[config.mk]
export PLATFORM = sky130hd
export DESIGN_NAME = kavsak_kontrol
export DESIGN_NICKNAME = d
export VERILOG_FILES = /design/src/rtl/kavsak_pkg.sv /design/src/rtl/kavsak_kontrol_saniye_bolucu.sv /design/src/rtl/kavsak_kontrol.sv
export SDC_FILE = /design/constraint.sdc
export NUM_CORES = 1
export LEC_CHECK = 0
export CORE_UTILIZATION = 50
export CTS_CLUSTER_SIZE = 24
export DETAILED_ROUTE_END_ITERATION = 10
export PLACE_DENSITY_LB_ADDON = 0.3
export RECOVER_POWER = 100
export SLEW_MARGIN = 5
export SYNTH_ARGS = -nofsm -noshare
export SYNTH_HDL_FRONTEND = slang
export SYNTH_HIERARCHICAL = 1
export SYNTH_SLANG_ARGS = --single-unit
[constraint.sdc]
create_clock -name clk -period 3.85 [get_ports clk]
set_input_delay 0.5775 -clock clk [delete_from_list [all_inputs] [get_ports clk]]
set_output_delay 0.5775 -clock clk [all_outputs]
set_load 0.01 [all_outputs]
[src/rtl/kavsak_pkg.sv]
// Shared types and default timing constants for the intersection controller.
// Holds the state encoding, the lamp-group payload and width helpers.
package kavsak_pkg;

    // State codes are visible on the durum port, so the encoding is fixed.
    typedef enum logic [2:0] {
        TEMIZ_A   = 3'd0,
        ANA_YESIL = 3'd1,
        ANA_SARI  = 3'd2,
        TEMIZ_B   = 3'd3,
        YAN_YESIL = 3'd4,
        YAN_SARI  = 3'd5,
        FLASH     = 3'd6
    } durum_t;

    // One road's lamp group.
    typedef struct packed {
        logic kirmizi;
        logic sari;
        logic yesil;
    } lamba_t;

    localparam int unsigned VARS_PRESCALE       = 50_000_000;
    localparam int unsigned VARS_TEMIZ_SURE     = 2;
    localparam int unsigned VARS_SARI_SURE      = 3;
    localparam int unsigned VARS_ANA_YESIL_MIN  = 20;
    localparam int unsigned VARS_YAN_YESIL_SURE = 10;

    // Bits needed to hold 0..n-1, never less than one.
    function automatic int unsigned genislik(input int unsigned n);
        return (n > 1) ? $clog2(n) : 1;
    endfunction

    function automatic int unsigned maks(input int unsigned a, input int unsigned b);
        return (a > b) ? a : b;
    endfunction

endpackage

[src/rtl/kavsak_kontrol_saniye_bolucu.sv]
// Free-running prescaler producing the timing tick.
// Ports: clk, rst_n (async, active-low), tick (high for one clk while the
// count sits at PRESCALE-1).
module saniye_bolucu
    import kavsak_pkg::*;
#(
    parameter int unsigned PRESCALE = VARS_PRESCALE
) (
    input  logic clk,
    input  logic rst_n,
    output logic tick
);

    localparam int unsigned CW = genislik(PRESCALE);
    localparam logic [CW-1:0] SON = CW'(PRESCALE - 1);

    logic [CW-1:0] sayac;
    logic [CW-1:0] sayac_d;

    // Wrap at PRESCALE-1.
    always_comb begin
        sayac_d = (sayac == SON) ? '0 : sayac + CW'(1);
    end

    // tick is registered against the next count so it coincides with sayac==SON.
    always_ff @(posedge clk or negedge rst_n) begin
        if (!rst_n) begin
            sayac <= '0;
            tick  <= 1'(PRESCALE == 1);
        end else begin
            sayac <= sayac_d;
            tick  <= (sayac_d == SON);
        end
    end

endmodule

[src/rtl/kavsak_kontrol.sv]
// Two-road intersection controller: main road green until a side-road or
// pedestrian request has been seen after the minimum green, then a timed
// side-road cycle with all-red clearances; maintenance forces yellow flash.
// Ports: clk, rst_n (async, active-low); yan_sensor, yaya_buton, bakim in;
// ana_* / yan_* lamps, yaya_gec and durum (state code) out, all registered.
module kavsak_kontrol
    import kavsak_pkg::*;
#(
    parameter int unsigned PRESCALE       = VARS_PRESCALE,
    parameter int unsigned TEMIZ_SURE     = VARS_TEMIZ_SURE,
    parameter int unsigned SARI_SURE      = VARS_SARI_SURE,
    parameter int unsigned ANA_YESIL_MIN  = VARS_ANA_YESIL_MIN,
    parameter int unsigned YAN_YESIL_SURE = VARS_YAN_YESIL_SURE
) (
    input  logic       clk,
    input  logic       rst_n,
    input  logic       yan_sensor,
    input  logic       yaya_buton,
    input  logic       bakim,
    output logic       ana_kirmizi,
    output logic       ana_sari,
    output logic       ana_yesil,
    output logic       yan_kirmizi,
    output logic       yan_sari,
    output logic       yan_yesil,
    output logic       yaya_gec,
    output logic [2:0] durum
);

    localparam int unsigned MAKS_SURE = maks(maks(TEMIZ_SURE, SARI_SURE),
                                             maks(ANA_YESIL_MIN, YAN_YESIL_SURE));
    localparam int unsigned TW = genislik(MAKS_SURE);

    logic          tick;
    durum_t        durum_q, durum_d;
    logic [TW-1:0] timer_q, timer_d;
    logic          yan_req_q, yan_req_d;
    logic          yaya_req_q, yaya_req_d;
    logic          flas_q, flas_d;
    lamba_t        ana_d, yan_d;
    logic          yaya_d;

    saniye_bolucu #(
        .PRESCALE (PRESCALE)
    ) u_bolucu (
        .clk   (clk),
        .rst_n (rst_n),
        .tick  (tick)
    );

    // Timer value loaded on entry to a state (duration - 1).
    function automatic logic [TW-1:0] sure_yukle(input durum_t s);
        case (s)
            TEMIZ_A, TEMIZ_B:   return TW'(TEMIZ_SURE - 1);
            ANA_YESIL:          return TW'(ANA_YESIL_MIN - 1);
            ANA_SARI, YAN_SARI: return TW'(SARI_SURE - 1);
            YAN_YESIL:          return TW'(YAN_YESIL_SURE - 1);
            default:            return '0;
        endcase
    endfunction

    // Successor of each timed state.
    function automatic durum_t sonraki(input durum_t s);
        case (s)
            TEMIZ_A:   return ANA_YESIL;
            ANA_YESIL: return ANA_SARI;
            ANA_SARI:  return TEMIZ_B;
            TEMIZ_B:   return YAN_YESIL;
            YAN_YESIL: return YAN_SARI;
            default:   return TEMIZ_A;
        endcase
    endfunction

    // Next-state, timer, request latches, flash phase and lamp decode.
    always_comb begin
        durum_d    = durum_q;
        timer_d    = timer_q;
        yan_req_d  = yan_req_q | yan_sensor;
        yaya_req_d = yaya_req_q | yaya_buton;
        flas_d     = flas_q;
        ana_d      = '{kirmizi: 1'b1, sari: 1'b0, yesil: 1'b0};
        yan_d      = '{kirmizi: 1'b1, sari: 1'b0, yesil: 1'b0};
        yaya_d     = 1'b0;

        case (durum_q)
            // Timer saturates at 0; leaves only once a request is latched.
            ANA_YESIL: begin
                if (tick) begin
                    if (timer_q == '0) begin
                        if (yan_req_q || yaya_req_q) durum_d = ANA_SARI;
                    end else begin
                        timer_d = timer_q - TW'(1);
                    end
                end
            end
            FLASH: begin
                if (tick) flas_d = ~flas_q;
                if (!bakim) durum_d = TEMIZ_A;
            end
            default: begin
                if (tick) begin
                    if (timer_q == '0) durum_d = sonraki(durum_q);
                    else               timer_d = timer_q - TW'(1);
                end
            end
        endcase

        if (bakim) durum_d = FLASH;

        if (durum_d != durum_q) timer_d = sure_yukle(durum_d);

        // Flash always starts lit; outside FLASH the phase rests at 0.
        if (durum_d != FLASH)      flas_d = 1'b0;
        else if (durum_q != FLASH) flas_d = 1'b1;

        // Requests are not sampled during side green and are served on its entry.
        if (durum_q == YAN_YESIL || durum_d == YAN_YESIL ||
            durum_q == FLASH     || durum_d == FLASH) begin
            yan_req_d  = 1'b0;
            yaya_req_d = 1'b0;
        end

        case (durum_d)
            ANA_YESIL: ana_d = '{kirmizi: 1'b0, sari: 1'b0, yesil: 1'b1};
            ANA_SARI:  ana_d = '{kirmizi: 1'b0, sari: 1'b1, yesil: 1'b0};
            YAN_YESIL: begin
                yan_d  = '{kirmizi: 1'b0, sari: 1'b0, yesil: 1'b1};
                yaya_d = 1'b1;
            end
            YAN_SARI:  yan_d = '{kirmizi: 1'b0, sari: 1'b1, yesil: 1'b0};
            FLASH: begin
                ana_d = '{kirmizi: 1'b0, sari: flas_d, yesil: 1'b0};
                yan_d = '{kirmizi: 1'b0, sari: flas_d, yesil: 1'b0};
            end
            default: ;
        endcase
    end

    // State and output registers.
    always_ff @(posedge clk or negedge rst_n) begin
        if (!rst_n) begin
            durum_q     <= TEMIZ_A;
            timer_q     <= TW'(TEMIZ_SURE - 1);
            yan_req_q   <= 1'b0;
            yaya_req_q  <= 1'b0;
            flas_q      <= 1'b0;
            ana_kirmizi <= 1'b1;
            ana_sari    <= 1'b0;
            ana_yesil   <= 1'b0;
            yan_kirmizi <= 1'b1;
            yan_sari    <= 1'b0;
            yan_yesil   <= 1'b0;
            yaya_gec    <= 1'b0;
            durum       <= 3'd0;
        end else begin
            durum_q     <= durum_d;
            timer_q     <= timer_d;
            yan_req_q   <= yan_req_d;
            yaya_req_q  <= yaya_req_d;
            flas_q      <= flas_d;
            ana_kirmizi <= ana_d.kirmizi;
            ana_sari    <= ana_d.sari;
            ana_yesil   <= ana_d.yesil;
            yan_kirmizi <= yan_d.kirmizi;
            yan_sari    <= yan_d.sari;
            yan_yesil   <= yan_d.yesil;
            yaya_gec    <= yaya_d;
            durum       <= durum_d;
        end
    end

endmodule

# [Word level (Yosys, flattened, before mapping)]
# Index checks and enable logic that the tools add are counted.
# Widths: inputs -> output; s select.
[totals] ff_bits=45 elab_cells=71 out_inout_bits=10 inputBits=5
[classes] reduce_logical=11 bitwise=3 n_mux=23 eq_ne=18 n_addsub=2
[op_table] operator="$eq 26x26->1 const B" n=2
[op_table] operator="$add 26x1->26 const B" n=1
[op_table] operator="$mux 26" n=1
[op_table] operator="$mux 5" n=4
[op_table] operator="$pmux 5 s4" n=1
[op_table] operator="$mux 3" n=6
[op_table] operator="$pmux 3 s3" n=2
[op_table] operator="$eq 3x3->1 const B" n=5
[op_table] operator="$eq 3x2->1 const B" n=4
[op_table] operator="$pmux 3 s4" n=1
[op_table] operator="$mux 1" n=7
[op_table] operator="$eq 3x1->1 const B" n=2
[op_table] operator="$logic_not 3->1" n=2
[op_table] operator="$ne 3x3->1 const B" n=2
[op_table] operator="$pmux 3 s2" n=1
[op_table] operator="$logic_not 5->1" n=1
[op_table] operator="$sub 5x1->5 const B" n=1
[op_table] operator="$logic_or 1x1->1" n=4
[op_table] operator="$reduce_or 2->1" n=2
[op_table] operator="$ne 3x3->1" n=1
[op_table] operator="$reduce_and 3->1" n=1
[op_table] operator="$ne 2x1->1 const B" n=1
[op_table] operator="$ne 2x2->1 const B" n=1
[op_table] operator="$or 1x1->1" n=2
[op_table] operator="2 further kinds" n=2

# [Logic depth before layout (Yosys ltp)]
[logic_depth] ltp_word=11 ltp_mapped=8

# [Hierarchy]
# The synthesis kept the hierarchy.
[modules_own_cells] mod="saniye_bolucu" n_inst=1 area_per_inst_um2=1532.7 cells_each=156 seq_area_each_um2=675.6
[modules_own_cells] mod="kavsak_kontrol" n_inst=1 area_per_inst_um2=1039.7 cells_each=107 seq_area_each_um2=429.2

# [Least setup slack after synthesis]
# No wires, ideal clock.
[synth_timing] kind="reg2reg" startpoint="reg u_bolucu.sayac[1]" endpoint="reg u_bolucu.tick" slack_ns=1.614 path_buffers=1 path_stages_with_launch=9 arrival_ns=2.168 setup_ns=0.068 cell_sequence="dfrtp_1 > ha_1 > nand3_2 > or4_1 > buf_2 > nor4_1 > o22ai_1 > nor4b_2 > and4_1"
[synth_between] elab_chain_len=3
[synth_lines] element="from (decl)" line_no="kavsak_kontrol_saniye_bolucu.sv:17" text="logic [CW-1:0] sayac;"
[synth_lines] element="from (signal assigned)" line_no="kavsak_kontrol_saniye_bolucu.sv:31" text="sayac <= sayac_d;"
[synth_lines] element="$add 26x1->26 / $eq 26x26->1 (equally long branches)" line_no="kavsak_kontrol_saniye_bolucu.sv:22" text="sayac_d = (sayac == SON) ? '0 : sayac + CW'(1);"
[synth_lines] element="$mux 26 *" line_no="kavsak_kontrol_saniye_bolucu.sv:22"
[synth_lines] element="$eq 26x26->1 *" line_no="kavsak_kontrol_saniye_bolucu.sv:32" text="tick <= (sayac_d == SON);"
[synth_lines] element="to (signal assigned)" line_no="kavsak_kontrol_saniye_bolucu.sv:29" text="tick <= 1'(PRESCALE == 1);"
[synth_lines] element="to (signal assigned)" line_no="kavsak_kontrol_saniye_bolucu.sv:32"
[synth_lines] element="to (decl)" line_no="kavsak_kontrol_saniye_bolucu.sv:11" text="output logic tick"
# Every way passes the cells marked *; elsewhere a longest branch is shown, timed or not.
# A chain may end at the register's enable or synchronous reset.

# [Worst setup path after layout]
[layout_timing] startpoint="reg timer_q[1]" endpoint="reg timer_q[3]"
[layout_between] elab_chain_len=9
[layout_lines] element="from (decl)" line_no="kavsak_kontrol.sv:36" text="logic [TW-1:0] timer_q, timer_d;"
[layout_lines] element="from (signal assigned)" line_no="kavsak_kontrol.sv:143" text="timer_q <= TW'(TEMIZ_SURE - 1);"
[layout_lines] element="from (signal assigned)" line_no="kavsak_kontrol.sv:157" text="timer_q <= timer_d;"
[layout_lines] element="$logic_not 5->1" line_no="kavsak_kontrol.sv:89, kavsak_kontrol.sv:102"
[layout_lines] element="$mux 3 (on tied branches)" line_no="kavsak_kontrol.sv:102, kavsak_kontrol.sv:89"
[layout_lines] element="$mux 3 (on tied branches)" line_no="kavsak_kontrol.sv:101, kavsak_kontrol.sv:88"
[layout_lines] element="$pmux 3 s2" line_no="kavsak_kontrol.sv:85" text="case (durum_q)"
[layout_lines] element="$mux 3" line_no="kavsak_kontrol.sv:108" text="if (bakim) durum_d = FLASH;"
[layout_lines] element="$eq 3x3->1, or another cell as far along" line_no="kavsak_kontrol.sv:53" text="case (s)"
[layout_lines] element="$reduce_or 2->1" line_no="kavsak_kontrol.sv:53"
[layout_lines] element="$pmux 5 s4" line_no="kavsak_kontrol.sv:53"
[layout_lines] element="$mux 5" line_no="kavsak_kontrol.sv:110" text="if (durum_d != durum_q) timer_d = sure_yukle(durum_d);"
# Several ways; a longest one is shown, not always the timed one. The select of a mux whose other input is x is not followed.

==> impl_results.md <==
- Max incr delay on CP: 1020 ps
- Cells after synthesis: 263
- Slew @ Worst Pin: 2230 ps
- EDFF count, synth: 0
- Failing checks: max-capacitance violations, max-slew violations
- FP Rows: 25
- Asr flop ratio synth: 1.00
- GPL Wtd Cong: 0.833
- Peak supply drop: 0.000179 V
- Leak pwr: 1.19 nW
- Diode count: 0
- Slowest CP cell: nor4b_1
- Post-Route WL: 5070 um
- Cell breakdown of the critical path: inv_1 -> ha_1 -> nor4b_1 -> a31oi_1 -> a311oi_1 -> mux2_2
- Fillers: 424
- DRC Markers: 0
- Yosys top cell area share: 0.399
- Synth cell types: 67
- Clock buffer count from CTS: 5
- DIE HEIGHT: 73.7 um
- Worst slew margin: -0.490
- DRT Pass-1 Iters: 5
- CP Capture Type: register
- CP arrival: 3280 ps
- DRC violation total after the first TritonRoute iteration: 130
- Clk_lat worst skew: 290 ps
- Setup Viol. Count Final: 0
- Dominant cells by area after synthesis: dfrtp_1 (40%), xor2_1 (6.1%), nor2_1 (5.1%), xnor2_1 (4.1%), dfstp_2 (3.1%)
- Biggest register: u_bolucu/sayac
- Largest net degree at the start of global routing: 45
- Starting Density: 0.531
- Worst Path Required: 4020 ps
- Post-CTS Hold Buffers: 0
- Top_reg_cell synth: dfrtp_1
- Post-DP HPWL: 3690 um
- Die Width: 73.7 um
- Layout area overhead: 8.32%
- Power Dens Cells: 312 nW/um^2
- Worst-path fanout max: 7
- Total Power: 0.868 mW
- Layout cell share with drive strength beyond 1: 0.0876
- Synth Register Bits: 44
- HP Class: reg2reg
- RSZ-0062 raised after global routing: false
- Ports: 15
- Port Buffers: 14
- Reg clk slew, reported paths: 80 ps
- Biggest regs: u_bolucu/sayac (26), timer_q (5), durum_q (3)
- Initial antenna violation count: 0
- Largest register FFs: 26
- Final nets: 281
- Grt total ovfl: 0
- DR WL/cell: 14.9 um
- Fin Setup TNS: 0 ps
- Via density: 5.80
- Endpoints failing hold: 0
- Fin crit share: 0.808
- Most frequent cell after synthesis: dfrtp_1
- Worst setup SP type: register
- Max Cap Viol: 1
- Clk buf depth: 2
- Achievable Freq: 0.322 GHz
- GRT Total Usage: 0.218
- Buffer and inverter count on the worst path: 1
- Syn Area/Cell: 9.78 um^2
- Post-CTS Resized: 0
- Min Hold Slack: 530 ps
- Synth Cell Area: 2570 um^2
- Post-CTS setup buffers: 0
- First-pass GRT wire length: 8860 um
- Post-synth top cells: dfrtp_1 (41), nor2_1 (35), nand2_1 (20), xor2_1 (18), xnor2_1 (12)
- Fin util: 0.575
- Cell family with most CP delay: simple AND/OR/NAND/NOR gates
- Vias post-DR: 1977
- CTS tree: done
- Die footprint: 5440 um^2
- CTS root buf: clkbuf_8
- Mapped Nets: 271
- Minimum clock period: 3110 ps
- Outcome: complete, but fails checks
- Syn. warnings: 6
- H-tree levels: 2
- Synth area leader: dfrtp_1
- Final Max Tran Viols: 45
- Clock Skew: 8.07 ps
- Core Area: 4850 um^2
- WS Path Type: reg2reg
- Sink Count: 44
- Vias in the first global route: 1871
- Antenna Violating Nets Remaining: 0
- Seq/Total Area, Yosys: 0.429
==> area by class of cell <==
type / instances / area [um^2] / share of cell area
clock buffers: 8 / 90.1 / 0.0323
multi-input cells: 198 / 1340 / 0.480
flip-flops and latches: 44 / 1100 / 0.396
repair buffers: 15 / 138 / 0.0494
well taps: 67 / 83.8 / 0.0301
inverters: 9 / 33.8 / 0.0121
==> power by group <==
part           total [mW]  switching, mW  internal, mW
logic              0.0868         0.0508        0.0360
clock network       0.294          0.147         0.146
registers           0.488         0.0114         0.476
total               0.868          0.210         0.659
==> layout by cell type (no fill, tap or decap), drive strengths merged, types with 2 or more instances in the layout <==
cell	netlist	layout
dfrtp	41	41
nor2	35	35
nand2	20	20
xor2	18	18
xnor2	12	12
dlygate4sd3	0	10
clkbuf	8	10
inv	9	9
nand4	9	9
nand3	8	8
nor3	8	8
nor4b	7	7
a21oi	7	7
nor4	6	6
or4	4	4
nand2b	4	4
o21ai	4	4
or3	3	3
o211ai	3	3
o31a	3	3
ha	3	3
dfstp	3	3
clkdlybuf4s50	0	3
nand4b	3	3
a31oi	2	2
a31o	2	2
o32ai	2	2
nor2b	2	2
o221ai	2	2
mux2	2	2
and3	2	2
or2	2	2
and4	2	2
and2	2	2
a22oi	2	2
==> path summary, 6_finish.rpt <==
kind / cells after the start / endpoint / slack, ps / start
setup / recovery: 6 / timer_q[3]$_DFFE_PN0P_ / 740 / timer_q[1]$_DFFE_PN0P_
hold / removal: 1 / u_bolucu/sayac[24]$_DFF_PN0_ / 530 / u_bolucu/sayac[24]$_DFF_PN0_
setup reg to reg: 6 / timer_q[3]$_DFFE_PN0P_ / 740 / timer_q[1]$_DFFE_PN0P_
hold reg to reg: 1 / u_bolucu/sayac[24]$_DFF_PN0_ / 530 / u_bolucu/sayac[24]$_DFF_PN0_
max in group asynchronous: 1 / u_bolucu/sayac[5]$_DFF_PN0_ / 1630 / rst_n
min in group asynchronous: 1 / flas_q$_DFF_PN0_ / 940 / rst_n
==> cells by family after synthesis <==
group                      after synthesis  share of synthesized area
and+or+nand+nor                        123                      0.286
AOI/OAI and AO/OA                       39                      0.119
buffers and inverters                   21                     0.0360
DFF                                     44                      0.429
xor gates and xnor gates                30                      0.102
muxes                                    3                     0.0126
adders and majority gates                3                     0.0146
==> per-layer routing <==
layer / vias up / GRT usage / part of all wire
met5: - / 0 / 0
met4: 0 / 0.0897 / 0.015
met3: 7 / 0.0453 / 0.043
met2: 51 / 0.359 / 0.50
met1: 949 / 0.280 / 0.44
li1: 970 / - / -
==> stage by stage <==
step / setup WS [ps] / area [um^2] / instances
6_report: 741 / 2790 / 341
5_1_grt: 548 / 2790 / 341
4_1_cts: 1300 / 2830 / 341
3_5_place_dp: 1300 / 2740 / 333
3_3_place_gp: 1360 / 2740 / 333
2_1_floorplan: 1610 / 2570 / 263
==> worst register-to-register path, stage by stage (launching register included) <==
cell and delay [ps]:
dfrtp_1 380, inv_1 90, ha_1 170, nor4b_1 1020, a31oi_1 250, a311oi_1 680
mux2_2 410
Note: power is estimated with default switching activity, not from simulation.
